File: src/rtl/onehot_state_reg_if.sv
// onehot_state_reg_if: load/status bundle between FSM next-state logic and the one-hot state register
interface onehot_state_reg_if #(
    parameter int N       = 6,
    parameter int DWELL_W = 8
);
    localparam int IW = $clog2(N);
    logic               en;
    logic [N-1:0]       nxt_state;
    logic               err_clr;
    logic [N-1:0]       state;
    logic [IW-1:0]      state_idx;
    logic               changed;
    logic [DWELL_W-1:0] dwell;
    logic               err;
    modport master (output en, nxt_state, err_clr, input state, state_idx, changed, dwell, err);
    modport slave  (input en, nxt_state, err_clr, output state, state_idx, changed, dwell, err);
endinterface

File: src/rtl/onehot_state_reg.sv
// onehot_state_reg: one-hot state register with binary index, change pulse and saturating dwell counter.
// Define ONEHOT_SAFE_EN to replace illegal next-state vectors with the reset state and flag a sticky err.
module onehot_state_reg #(
    parameter int N         = 6,
    parameter int RESET_IDX = 0,
    parameter int DWELL_W   = 8
) (
    input logic                     clk,
    input logic                     rst,
    onehot_state_reg_if.slave       bus
);
    localparam int IW = $clog2(N);
    localparam logic [N-1:0] RESET_VEC = N'(1) << RESET_IDX;
    logic [N-1:0]       load_val;
    logic [IW-1:0]      load_idx;
    logic [DWELL_W-1:0] dwell_inc;
    logic               diff;
`ifdef ONEHOT_SAFE_EN
    logic legal;
    assign legal    = (|bus.nxt_state) & ~|(bus.nxt_state & (bus.nxt_state - N'(1)));
    assign load_val = legal ? bus.nxt_state : RESET_VEC;
    // a same-cycle illegal load wins over err_clr
    always_ff @(posedge clk)
        bus.err <= rst ? 1'b0 : (bus.en & ~legal) | (bus.err & ~bus.err_clr);
`else
    logic unused_err_clr;
    assign unused_err_clr = bus.err_clr;
    assign load_val       = bus.nxt_state;
    assign bus.err        = 1'b0;
`endif
    // index of the lowest set bit of the value being loaded, 0 when none
    always_comb begin
        load_idx = '0;
        for (int i = N - 1; i >= 0; i--)
            if (load_val[i]) load_idx = IW'(i);
    end
    assign diff      = load_val != bus.state;
    assign dwell_inc = &bus.dwell ? bus.dwell : bus.dwell + 1'b1;
    always_ff @(posedge clk) begin
        if (rst) begin
            bus.state     <= RESET_VEC;
            bus.state_idx <= IW'(RESET_IDX);
            bus.changed   <= 1'b0;
            bus.dwell     <= '0;
        end else if (bus.en) begin
            bus.state     <= load_val;
            bus.state_idx <= load_idx;
            bus.changed   <= diff;
            bus.dwell     <= diff ? '0 : dwell_inc;
        end else begin
            bus.changed   <= 1'b0;
            bus.dwell     <= dwell_inc;
        end
    end
endmodule

File: src/flat_wrapper.sv
// flat-port wrapper written by rule: the top's interface ports become plain ports
module onehot_state_reg_flat 
#(
    parameter int N         = 6,
    parameter int RESET_IDX = 0,
    parameter int DWELL_W   = 8
)
  (clk, rst, bus_en, bus_nxt_state, bus_err_clr, bus_state, bus_state_idx, bus_changed, bus_dwell, bus_err);
  onehot_state_reg_if #(.N(N), .DWELL_W(DWELL_W)) bus_i ();
  input logic clk;
  input logic rst;
  input wire logic [$bits(bus_i.en)-1:0] bus_en;
  input wire logic [$bits(bus_i.nxt_state)-1:0] bus_nxt_state;
  input wire logic [$bits(bus_i.err_clr)-1:0] bus_err_clr;
  output wire logic [$bits(bus_i.state)-1:0] bus_state;
  output wire logic [$bits(bus_i.state_idx)-1:0] bus_state_idx;
  output wire logic [$bits(bus_i.changed)-1:0] bus_changed;
  output wire logic [$bits(bus_i.dwell)-1:0] bus_dwell;
  output wire logic [$bits(bus_i.err)-1:0] bus_err;
  assign bus_i.en = bus_en;
  assign bus_i.nxt_state = bus_nxt_state;
  assign bus_i.err_clr = bus_err_clr;
  assign bus_state = bus_i.state;
  assign bus_state_idx = bus_i.state_idx;
  assign bus_changed = bus_i.changed;
  assign bus_dwell = bus_i.dwell;
  assign bus_err = bus_i.err;
  onehot_state_reg #(.N(N), .RESET_IDX(RESET_IDX), .DWELL_W(DWELL_W)) u_core (.clk(clk), .rst(rst), .bus(bus_i));
endmodule
File: config.mk
export PLATFORM = sky130hd
export DESIGN_NAME = onehot_state_reg_flat
export DESIGN_NICKNAME = d
export VERILOG_FILES = /design/src/rtl/onehot_state_reg_if.sv /design/src/rtl/onehot_state_reg.sv /design/src/flat_wrapper.sv
export SDC_FILE = /design/constraint.sdc
export NUM_CORES = 1
export LEC_CHECK = 0
export BUFFER_PORTS_ARGS = -buffer_cell sky130_fd_sc_hd__buf_2
export CAP_MARGIN = 5
export CORE_AREA = 2 2 48 50
export CTS_BUF_LIST = sky130_fd_sc_hd__clkbuf_4
export DETAILED_ROUTE_END_ITERATION = 10
export DIE_AREA = 0 0 50 52
export PLACE_DENSITY_LB_ADDON = 0.05
export SKIP_LAST_GASP = 1
export SYNTH_ARGS = -nofsm -noshare
export SYNTH_HDL_FRONTEND = slang
export SYNTH_SLANG_ARGS = --single-unit
File: constraint.sdc
create_clock -name clk -period 1.8 [get_ports clk]
set_input_delay 0.36 -clock clk [delete_from_list [all_inputs] [get_ports clk]]
set_output_delay 0.36 -clock clk [all_outputs]
set_load 0.02 [all_outputs]
==> out/results.ini, run 1 <==
[floorplan]
rows=17
ios=29
start_util_pct=41.41
die_w_um=50
die_area_um2=2600
core-area_um2=2106
die_height_um=52

[grt]
grt_pass1_wl_mm=2.642
grt_max_degree=14
gr-total-overflow=0
met1_usage_pct=19.64
grt.busiest_layer=met1
grt_pass1_vias=590
use_met2_pct=18.64
track_usage_pct=13.81
antenna_found_initial=0
met3_usage_pct=4.023

[placement]
dp_hpwl_mm=1.205
port_buffers=26
dp_slack_ns=0.4029
gp_congestion=0.6801
dp.cells=142

[final_layout]
layout-drive-gt1-share_pct=29.06
n_antenna_cell=0
n_fill_cell=217
final_nets=130
syn_to_final_growth_pct=18.36
final_util_pct=49.02
final_cell_mix=buf_2, dfxtp_1, nor2_1
register_area_um2=360.3
final_cells=145
multi_input_area_um2=476.7
final_common_cell=buf_2

[clocking]
clock_latency_ns=0.28
cts_hold_buf=0
clkTransAtPathRegs_ns=0.10
cts.sinks=18
clockBufferDepth=2
numCtsBuffers=3
ctsResizeCount=0
h-tree-depth=1
cts_root_buffer=clkbuf_4
cts_tree=built
cts_setup_buffers=0

[route]
routed_via_density=4.738
num_vias=687
route.detailed.wl_per_inst_um=10.85
wl_mm=1.573
drtIter0Drc=11
antenna_left=0
drc=0
drtPass1Iterations=4

[timing]
finalMaxSlewViolations=0
fin_ws_ns=0.4453
finalSetupViolCount=0
finalSetupTns_ns=0
rsz0062_at_grt=no
finalCritPeriodShare_pct=75.26
fmax_mhz=738.1
period_minus_slack_ns=1.355
hold_viol=0
fin_skew_ns=0.0007213

[worst_setup_path]
endpoint_kind=flop
crit_type=flop to flop
crit_path_max_fanout=4
worstRegToRegCells=5
required_ns=1.98
arrival_ns=1.53
start_kind=flop

[power_and_ir_drop]
p_total_mw=0.7287
vdd_drop_max_uv=479.3
p_per_area_nw_per_um2=705.9
power_leakage_nw=0.4835

[run]
maxCapViolCount=0

[hold_path]
hold_depth=3
hold_path.class=input pin to flop

[synth]
synth_cell_types=29
ys.warnings.count=0
netlist_instances=92
yosys_register_bits=18
seq_area_frac_synth_pct=41.32
netlist_area_um2=872.1
syn-num-nets=103
avgSynthCellArea_um2=9.479

[run_status]
status=finished clean

[final timing paths]
path,startpoint,to,slack [ns]
worst max register to register,u_core.bus.dwell[0]$_SDFF_PP0_,u_core.bus.dwell[1]$_SDFF_PP0_,0.45
worst min-delay path,bus_nxt_state[4],u_core.bus.state[4]$_SDFFE_PP0P_,0.36
worst min register to register,u_core.bus.state_idx[0]$_SDFFE_PP0P_,u_core.bus.state_idx[0]$_SDFFE_PP0P_,0.48
worst max-delay path,u_core.bus.dwell[0]$_SDFF_PP0_,u_core.bus.dwell[1]$_SDFF_PP0_,0.45
[report_power, final]
part	switching (mW)	internal, mW	total, mW
Combinational	0.0700	0.0421	0.112
Clock	0.117	0.0776	0.195
Sequential	0.0101	0.412	0.422
Total	0.197	0.532	0.729
[registers in the layout, indices dropped and copies added (netlist names)]
signal,cells
u_core.bus.state,6
u_core.bus.state_idx,3
u_core.bus.dwell,8
u_core.bus.changed,1
[routing by layer]
| metal | up-vias | part of all wire (%) |
|---|---|---|
| met5 | - | 0 |
| met4 | 0 | 1.1 |
| met3 | 2 | 5.7 |
| met1 | 305 | 53 |
| li1 | 360 | - |
| met2 | 20 | 40 |
[cells in the mapped netlist (all sizes together)]
cell type,count,area (um^2)
or2,1,6.260
conb,1,3.750
xor2,9,78.83
and2,2,12.51
ha,1,12.51
nor2,17,63.81
mux2i,7,70.07
clkbuf,1,3.750
o2111ai,1,8.760
nand3,2,10.01
nand4,1,12.51
nor4,1,21.27
o211ai,2,15.01
a211oi,2,25.02
nand2b,4,25.02
dfxtp,18,360.4
and2b,1,7.510
a21oi,6,41.29
xnor2,2,17.52
nor3,3,15.01
inv,2,7.510
o21bai,1,7.510
and3,1,6.260
o21ai,2,10.01
nor2b,1,6.260
buf,3,23.77
[kinds of logic (layout without fill, tap and decap cells)]
kind of cell | Yosys count | in the layout | synth area share, %
AND/OR/NAND/NOR | 34 | 34 | 21.38
buffers and inverters | 6 | 31 | 4.017
multiplexers | 7 | 7 | 8.035
flip-flops | 18 | 18 | 41.32
other | 1 | 1 | 0.4300
adder cells (fa/ha/maj) | 1 | 1 | 1.434
XOR/XNOR | 11 | 11 | 11.05
AO/OA/AOI/OAI | 14 | 14 | 12.34
[worst max-delay path, cell delays in order (launching register included)]
cell and delay (ns):
dfxtp_1 0.40, ha_1 0.20, nand3_1 0.13, or2_1 0.31, mux2i_1 0.17, nor2_1 0.05
[final cells by class]
type                    count  area share [%]
inverters                   2          0.7273
repair buffers             26           12.61
well taps                  28           3.394
clock buffers               3           2.182
flip-flops and latches     18           34.91
multi-input cells          68           46.18
[metrics by stage]
step                area, um^2  hold slack, ns
finish                    1032          0.3639
global route              1032          0.3710
CTS                       1032          0.3517
detailed placement        1010          0.4636
global placement          1010          0.4551
floorplan                872.1          0.4903
(Power assumes the default switching activity.)
==> run 2, diff against run 1 <==
Settings changed: ABC_AREA set to 1.
Clock period 1.8 ns to 1.4 ns, I/O delays scaled along.
==> run 2 against run 1 <==
Die area unchanged. Utilization is 1.4 points higher. Critical path type unchanged. Clock skew up 0.0012 ns. Hold slack worse by 0.18 ns. Routed wire length rose by 7.3%. Critical path depth increased by 2. Global-route usage grew 0.59 points.
==> out/results.ini, run 2 <==
[run_status]
status=finished clean  ; unchanged

[route]
drtPass1Iterations=4  ; unchanged
routed_via_density=4.567  ; was 4.738
num_vias=854  ; was 687
drc=0  ; unchanged
drtIter0Drc=8  ; was 11
antenna_left=0  ; unchanged
route.detailed.wl_per_inst_um=9.027  ; was 10.85 um
wl_mm=1.688  ; was 1.573 mm

[timing]
hold_viol=0  ; unchanged
finalSetupViolCount=0  ; unchanged
fmax_mhz=795.3  ; was 738.1 MHz
whs_ns=0.1870  ; was 0.3639 ns
period_minus_slack_ns=1.257  ; was 1.355 ns
rsz0062_at_grt=no  ; unchanged
finalCritPeriodShare_pct=89.82  ; was 75.26%
finalSetupTns_ns=0  ; unchanged
fin_skew_ns=0.001881  ; was 0.0007213 ns
finalMaxSlewViolations=0  ; unchanged
fin_ws_ns=0.1426  ; was 0.4453 ns

[hold_path]
min_delay_worst_endpoint=u_core.bus.state_idx[1]$_SDFFE_PP0P_  ; was u_core.bus.state[4]$_SDFFE_PP0P_
hold_depth=2  ; was 3
hold_path.class=input pin to flop  ; unchanged
hp-start=rst  ; was bus_nxt_state[4]

[final_layout]
final_common_cell=nand2_1  ; was buf_2
syn_to_final_growth_pct=21.66  ; was 18.36%
final_cells=187  ; was 145
layout-drive-gt1-share_pct=23.90  ; was 29.06%
finalInstanceArea_um2=1061  ; was 1032 um^2
final_cell_mix=nand2_1, buf_2, inv_1, nor2_1, dfxtp_1  ; was buf_2, dfxtp_1, nor2_1
final_nets=172  ; was 130
largest_reg_flops=8  ; unchanged
n_antenna_cell=0  ; unchanged
final_util_pct=50.39  ; was 49.02%
reg_top3=u_core.bus.dwell x8, u_core.bus.state x6, u_core.bus.state_idx x3  ; unchanged
regMostFlops=u_core.bus.dwell  ; unchanged

[worst_setup_path]
worst_path_most_repeated_cell=nand2_2
slowest_stage=dfxtp_2  ; was dfxtp_1
required_ns=1.58  ; was 1.98 ns
endpoint_kind=flop  ; unchanged
crit_type=flop to flop  ; unchanged
arrival_ns=1.44  ; was 1.53 ns
reg2reg_to=u_core.bus.dwell[1]$_SDFF_PP0_  ; unchanged
reg2reg_from=u_core.bus.dwell[1]$_SDFF_PP0_  ; was u_core.bus.dwell[0]$_SDFF_PP0_
critical-path-max-stage-delay_ns=0.35  ; was 0.40 ns
worstRegToRegCells=7  ; was 5
reg2reg_slack_ns=0.14  ; was 0.45 ns
crit_path_max_fanout=5  ; was 4
crit_chain=ha_1, nand2_2, nor2_4, nand2_2, clkinv_1, o21ai_1, nor2_1  ; was ha_1, nand3_1, or2_1, mux2i_1, nor2_1
cp_num_buf_inv=1  ; was 0
start_kind=flop  ; unchanged
cp_top_family=flip-flops  ; was simple AND/OR/NAND/NOR gates

[clocking]
cts.sinks=18  ; unchanged
clockBufferDepth=2  ; unchanged
cts_root_buffer=clkbuf_4  ; unchanged
h-tree-depth=1  ; unchanged
clkTransAtPathRegs_ns=0.09  ; was 0.10 ns
clock_latency_ns=0.28  ; about the same
cts_setup_buffers=0  ; unchanged
cts_tree=built  ; unchanged
numCtsBuffers=3  ; unchanged

[placement]
gp_congestion=0.7129  ; was 0.6801
dp.cells=184  ; was 142
placed_area_um2=1032  ; was 1010 um^2
port_buffers=26  ; unchanged
dp_slack_ns=0.08719  ; was 0.4029 ns
dp_hpwl_mm=1.372  ; was 1.205 mm

[grt]
grt_pass1_wl_mm=2.801  ; was 2.642 mm
antenna_found_initial=0  ; unchanged
use_met2_pct=25.66  ; was 18.64%
met1_usage_pct=15.47  ; was 19.64%
gr-total-overflow=0  ; unchanged
grt_max_degree=13  ; was 14
grt.busiest_layer=met2  ; was met1
grt_pass1_vias=705  ; was 590
track_usage_pct=14.40  ; was 13.81%
met3_usage_pct=3.448  ; was 4.023%

[synth]
yosys-top-cells-area=dfxtp_1, nand2_1, inv_1  ; was dfxtp_1, xor2_1, mux2i_1
synth.most_common_cell=nand2_1  ; was dfxtp_1
ys.warnings.count=0  ; unchanged
avgSynthCellArea_um2=6.657  ; was 9.479 um^2
netlist_area_um2=872.1  ; unchanged
synth_cell_types=18  ; was 29
synth_top_area_share_pct=41.32  ; unchanged
yosysTopAreaCell=dfxtp_1  ; unchanged
async_flop_share_pct=0  ; unchanged
yosys_register_bits=18  ; unchanged
synth_flop_cell=dfxtp_1  ; unchanged
synth_commonest_cells=nand2_1, inv_1, nor2_1, dfxtp_1, a21oi_1  ; was dfxtp_1, nor2_1, xor2_1, mux2i_1, a21oi_1
seq_area_frac_synth_pct=41.32  ; unchanged
netlist_instances=131  ; was 92
syn-num-nets=142  ; was 103
synth-edff-count=0  ; unchanged

[floorplan]
start_util_pct=41.41  ; unchanged
ios=29  ; unchanged
die_height_um=52  ; unchanged
rows=17  ; unchanged
die_w_um=50  ; unchanged
die_area_um2=2600  ; unchanged
core-area_um2=2106  ; unchanged

[power_and_ir_drop]
vdd_drop_max_uv=493.0  ; was 479.3 uV
p_per_area_nw_per_um2=873.9  ; was 705.9 nW/um^2
p_total_mw=0.9272  ; was 0.7287 mW
power_leakage_nw=0.5648  ; was 0.4835 nW

[run]
maxCapViolCount=0  ; unchanged

-- run 2: layout make-up --
type | instances | area, um^2
clock buffers | 3 | 22.52
fillers | 226 | 1045
inverters | 22 | 82.58
multi-input cells | 89 | 421.7
flip-flops and latches | 18 | 361.6
well taps | 28 | 35.03
repair buffers | 27 | 137.6
-- run 2: metal layers --
metal  wire, um  part of all wire (%)  vias up
met1        690                    41      369
met4          8                  0.47        0
met2        910                    54       19
met3         78                   4.6        2
li1           -                     -      464
met5          0                     0        -
-- run 2: logic make-up (layout without fill, tap and decap cells) --
| kind of cell | count (synthesis) | in the layout | share of synthesized area [%] |
|---|---|---|---|
| adder cells (fa/ha/maj) | 1 | 1 | 1.434 |
| XOR/XNOR | 3 | 3 | 3.013 |
| AO/OA/AOI/OAI | 23 | 23 | 13.34 |
| other | 1 | 1 | 0.4300 |
| buffers and inverters | 24 | 52 | 10.90 |
| AND/OR/NAND/NOR | 61 | 61 | 29.55 |
| flip-flops | 18 | 18 | 41.32 |
-- run 2: worst max-delay path by stage --
stage,startpoint,slack (ns),cells after the start,to
6_report,u_core.bus.dwell[1]$_SDFF_PP0_,0.14,7,u_core.bus.dwell[1]$_SDFF_PP0_
4_1_cts,u_core.bus.dwell[1]$_SDFF_PP0_,0.07,8,u_core.bus.dwell[1]$_SDFF_PP0_
3_5_place_dp,u_core.bus.dwell[1]$_SDFF_PP0_,0.09,8,u_core.bus.dwell[1]$_SDFF_PP0_
5_1_grt,u_core.bus.dwell[1]$_SDFF_PP0_,0.01,8,u_core.bus.dwell[1]$_SDFF_PP0_
3_3_place_gp,u_core.bus.dwell[1]$_SDFF_PP0_,0.13,8,u_core.bus.dwell[1]$_SDFF_PP0_
2_1_floorplan,u_core.bus.dwell[0]$_SDFF_PP0_,0.04,8,u_core.bus.dwell[1]$_SDFF_PP0_
-- run 2: timing repair --
action                                  4_1_cts  5_1_grt
endpoints found under the setup margin        0        4
hold endpoints to repair                      0        0
gates resized for setup                       0        3
hold buffers                                  0        0
-- run 2: power breakdown --
group | leakage, nW | switching (mW) | internal, mW
Combinational | 0.403 | 0.0910 | 0.0508
Clock | 0.0138 | 0.141 | 0.0998
Sequential | 0.148 | 0.0131 | 0.531
-- run 2: worst register-to-register path, stage by stage (launching register included) --
cell and delay [ns]:
dfxtp_2 0.35, ha_1 0.21, nand2_2 0.12, nor2_4 0.05
nand2_2 0.10, clkinv_1 0.13, o21ai_1 0.14, nor2_1 0.06
==> run 3, diff against run 2 <==
Settings changed: CORE_AREA 2 2 48 50 to 2 2 45 52, DIE_AREA 0 0 50 52 to 0 0 47 54, GPL_ROUTABILITY_DRIVEN set to 0.
==> run 3 against run 2 <==
Cell count grew 1.6%. Clock skew grew 0.0022 ns. Via count shrank 2.5%. Clock-buffer cell count is the same. Combinational power grew 3%. Flip-flop and latch count is the same. Sequential power is essentially flat. Global-route usage grew 0.54 points. Non-clock buffer count grew 1. First-iteration DRC count shrank 13%. Utilization grew 1.2 points. Highest routed layer unchanged.
==> out/results.ini, run 3 (synthesized netlist as in run 2, its figures left out) <==
[power_and_ir_drop]
vdd_drop_max_uv=635.3  ; was 493.0 uV
swShare_pct=27.16  ; was 26.47%
p_int_mw=0.6836  ; was 0.6817 mW
power_frac_clock_pct=26.4  ; was 26.0%
p_total_mw=0.9386  ; was 0.9272 mW
power_leakage_nw=0.5668  ; was 0.5648 nW
p_sw_mw=0.2549  ; was 0.2455 mW
power.share.sequential_pct=58.1  ; was 58.7%
pwr-share-comb_pct=15.5  ; was 15.3%
p_per_area_nw_per_um2=878.4  ; was 873.9 nW/um^2

[worst_setup_path]
crit_path_max_fanout=5  ; unchanged
critical-path-max-stage-delay_ns=0.36  ; was 0.35 ns
slowest_stage=dfxtp_2  ; unchanged
worstRegToRegCells=8  ; was 7
endpoint_kind=flop  ; unchanged
worst_path_most_repeated_cell=nand2_2  ; unchanged
arrival_ns=1.44  ; about the same
crit_chain=ha_2, nand2_2, nor2_2, nand2_2, clkinv_1, nand2_1, o21ai_0, nor2_1  ; was ha_1, nand2_2, nor2_4, nand2_2, clkinv_1, o21ai_1, nor2_1
required_ns=1.59  ; was 1.58 ns
start_kind=flop  ; unchanged
cp_top_family=simple AND/OR/NAND/NOR gates  ; was flip-flops
cp_num_buf_inv=1  ; unchanged
crit_cells=8  ; was 7
crit_type=flop to flop  ; unchanged

[timing]
fmax_mhz=797.6  ; was 795.3 MHz
finalMaxSlewViolations=0  ; unchanged
finalSetupViolCount=0  ; unchanged
finalCritPeriodShare_pct=89.55  ; was 89.82%
rsz0062_at_grt=no  ; unchanged
whs_ns=0.1823  ; was 0.1870 ns
hold_viol=0  ; unchanged
finalSetupTns_ns=0  ; unchanged
period_minus_slack_ns=1.254  ; was 1.257 ns
fin_skew_ns=0.004119  ; was 0.001881 ns

[grt]
antenna_found_initial=0  ; unchanged
gr-total-overflow=0  ; unchanged
grt_max_degree=12  ; was 13
grt_pass1_vias=668  ; was 705
track_usage_pct=14.94  ; was 14.40%
grt_pass1_wl_mm=2.663  ; was 2.801 mm

[clocking]
cts_tree=built  ; unchanged
clockBufferDepth=2  ; unchanged
cts.sinks=18  ; unchanged
cts_root_buffer=clkbuf_4  ; unchanged
clock_latency_ns=0.28  ; about the same
numCtsBuffers=3  ; unchanged
clkTransAtPathRegs_ns=0.10  ; was 0.09 ns
cts_setup_buffers=0  ; unchanged
h-tree-depth=1  ; unchanged

[floorplan]
die_w_um=47  ; was 50 um
start_util_pct=42.09  ; was 41.41%
ios=29  ; unchanged
rows=18  ; was 17
die_height_um=54  ; was 52 um
die_area_um2=2538  ; was 2600 um^2
core-area_um2=2072  ; was 2106 um^2

[final_layout]
reg_top3=u_core.bus.dwell x8, u_core.bus.state x6, u_core.bus.state_idx x3  ; unchanged
final_common_cell=nand2_1  ; unchanged
multi_input_area_um2=419.2  ; was 421.7 um^2
n_fill_cell=230  ; was 226
n_antenna_cell=0  ; unchanged
final_cell_mix=nand2_1, buf_2, inv_1, nor2_1, dfxtp_1  ; unchanged
largest_reg_flops=8  ; unchanged
register_area_um2=361.6  ; unchanged
final_nets=173  ; was 172
regMostFlops=u_core.bus.dwell  ; unchanged
final_util_pct=51.57  ; was 50.39%
final_cells=190  ; was 187
syn_to_final_growth_pct=22.52  ; was 21.66%
layout-drive-gt1-share_pct=25.00  ; was 23.90%

[hold_path]
hold_path.class=input pin to flop  ; unchanged
hold_depth=2  ; unchanged

[placement]
port_buffers=26  ; unchanged
dp_hpwl_mm=1.385  ; was 1.372 mm
dp.cells=187  ; was 184

[run_status]
status=finished clean  ; unchanged

[route]
routed_via_density=4.384  ; was 4.567
antenna_left=0  ; unchanged
num_vias=833  ; was 854
drc=0  ; unchanged
drtIter0Drc=7  ; was 8
drtPass1Iterations=4  ; unchanged
route.detailed.wl_per_inst_um=9.147  ; was 9.027 um
wl_mm=1.738  ; was 1.688 mm

[run]
maxCapViolCount=0  ; unchanged

==> run 3: power by group through the flow <==
stage	clock [mW]	sequential (mW)	combinational (mW)
2_1_floorplan	0	0.580	0.0709
3_3_place_gp	0	0.555	0.145
3_5_place_dp	0	0.556	0.147
4_1_cts	0.265	0.545	0.148
5_1_grt	0.284	0.548	0.164
6_report	0.248	0.545	0.146
==> run 3: metrics by stage <==
stage | setup WS [ns] | instance area [um^2]
finish | 0.1462 | 1069
global route | 0.01803 | 1069
CTS | 0.07666 | 1065
detailed placement | 0.09467 | 1042
global placement | 0.1307 | 1042
floorplan | 0.04380 | 872.1
==> run 3: worst paths after layout <==
kind / startpoint / end / slack [ns]
setup / recovery: u_core.bus.dwell[1]$_SDFF_PP0_ / u_core.bus.dwell[1]$_SDFF_PP0_ / 0.15
hold / removal: rst / u_core.bus.state_idx[0]$_SDFFE_PP0P_ / 0.18
setup reg to reg: u_core.bus.dwell[1]$_SDFF_PP0_ / u_core.bus.dwell[1]$_SDFF_PP0_ / 0.15
hold reg to reg: u_core.bus.state_idx[0]$_SDFFE_PP0P_ / u_core.bus.state_idx[0]$_SDFFE_PP0P_ / 0.47
==> run 3: repair_timing <==
action	4_1_cts	5_1_grt
hold buffers	0	0
resized for setup	0	2
endpoints found under the setup margin	0	3
==> run 3: area by class of cell <==
| class | count | area share, % |
|---|---|---|
| multi-input cells | 89 | 39.23 |
| flip-flops and latches | 18 | 33.84 |
| repair buffers | 28 | 13.58 |
| inverters | 22 | 7.728 |
| well taps | 30 | 3.513 |
| clock buffers | 3 | 2.108 |
==> run 3: routing by layer <==
metal  GRT usage (%)  wire length (um)  vias up
met4           8.333                21        0
met2           26.26               902       17
li1                -                 -      461
met3           2.013                70        2
met5               0                 0        -
met1           16.80               745      353
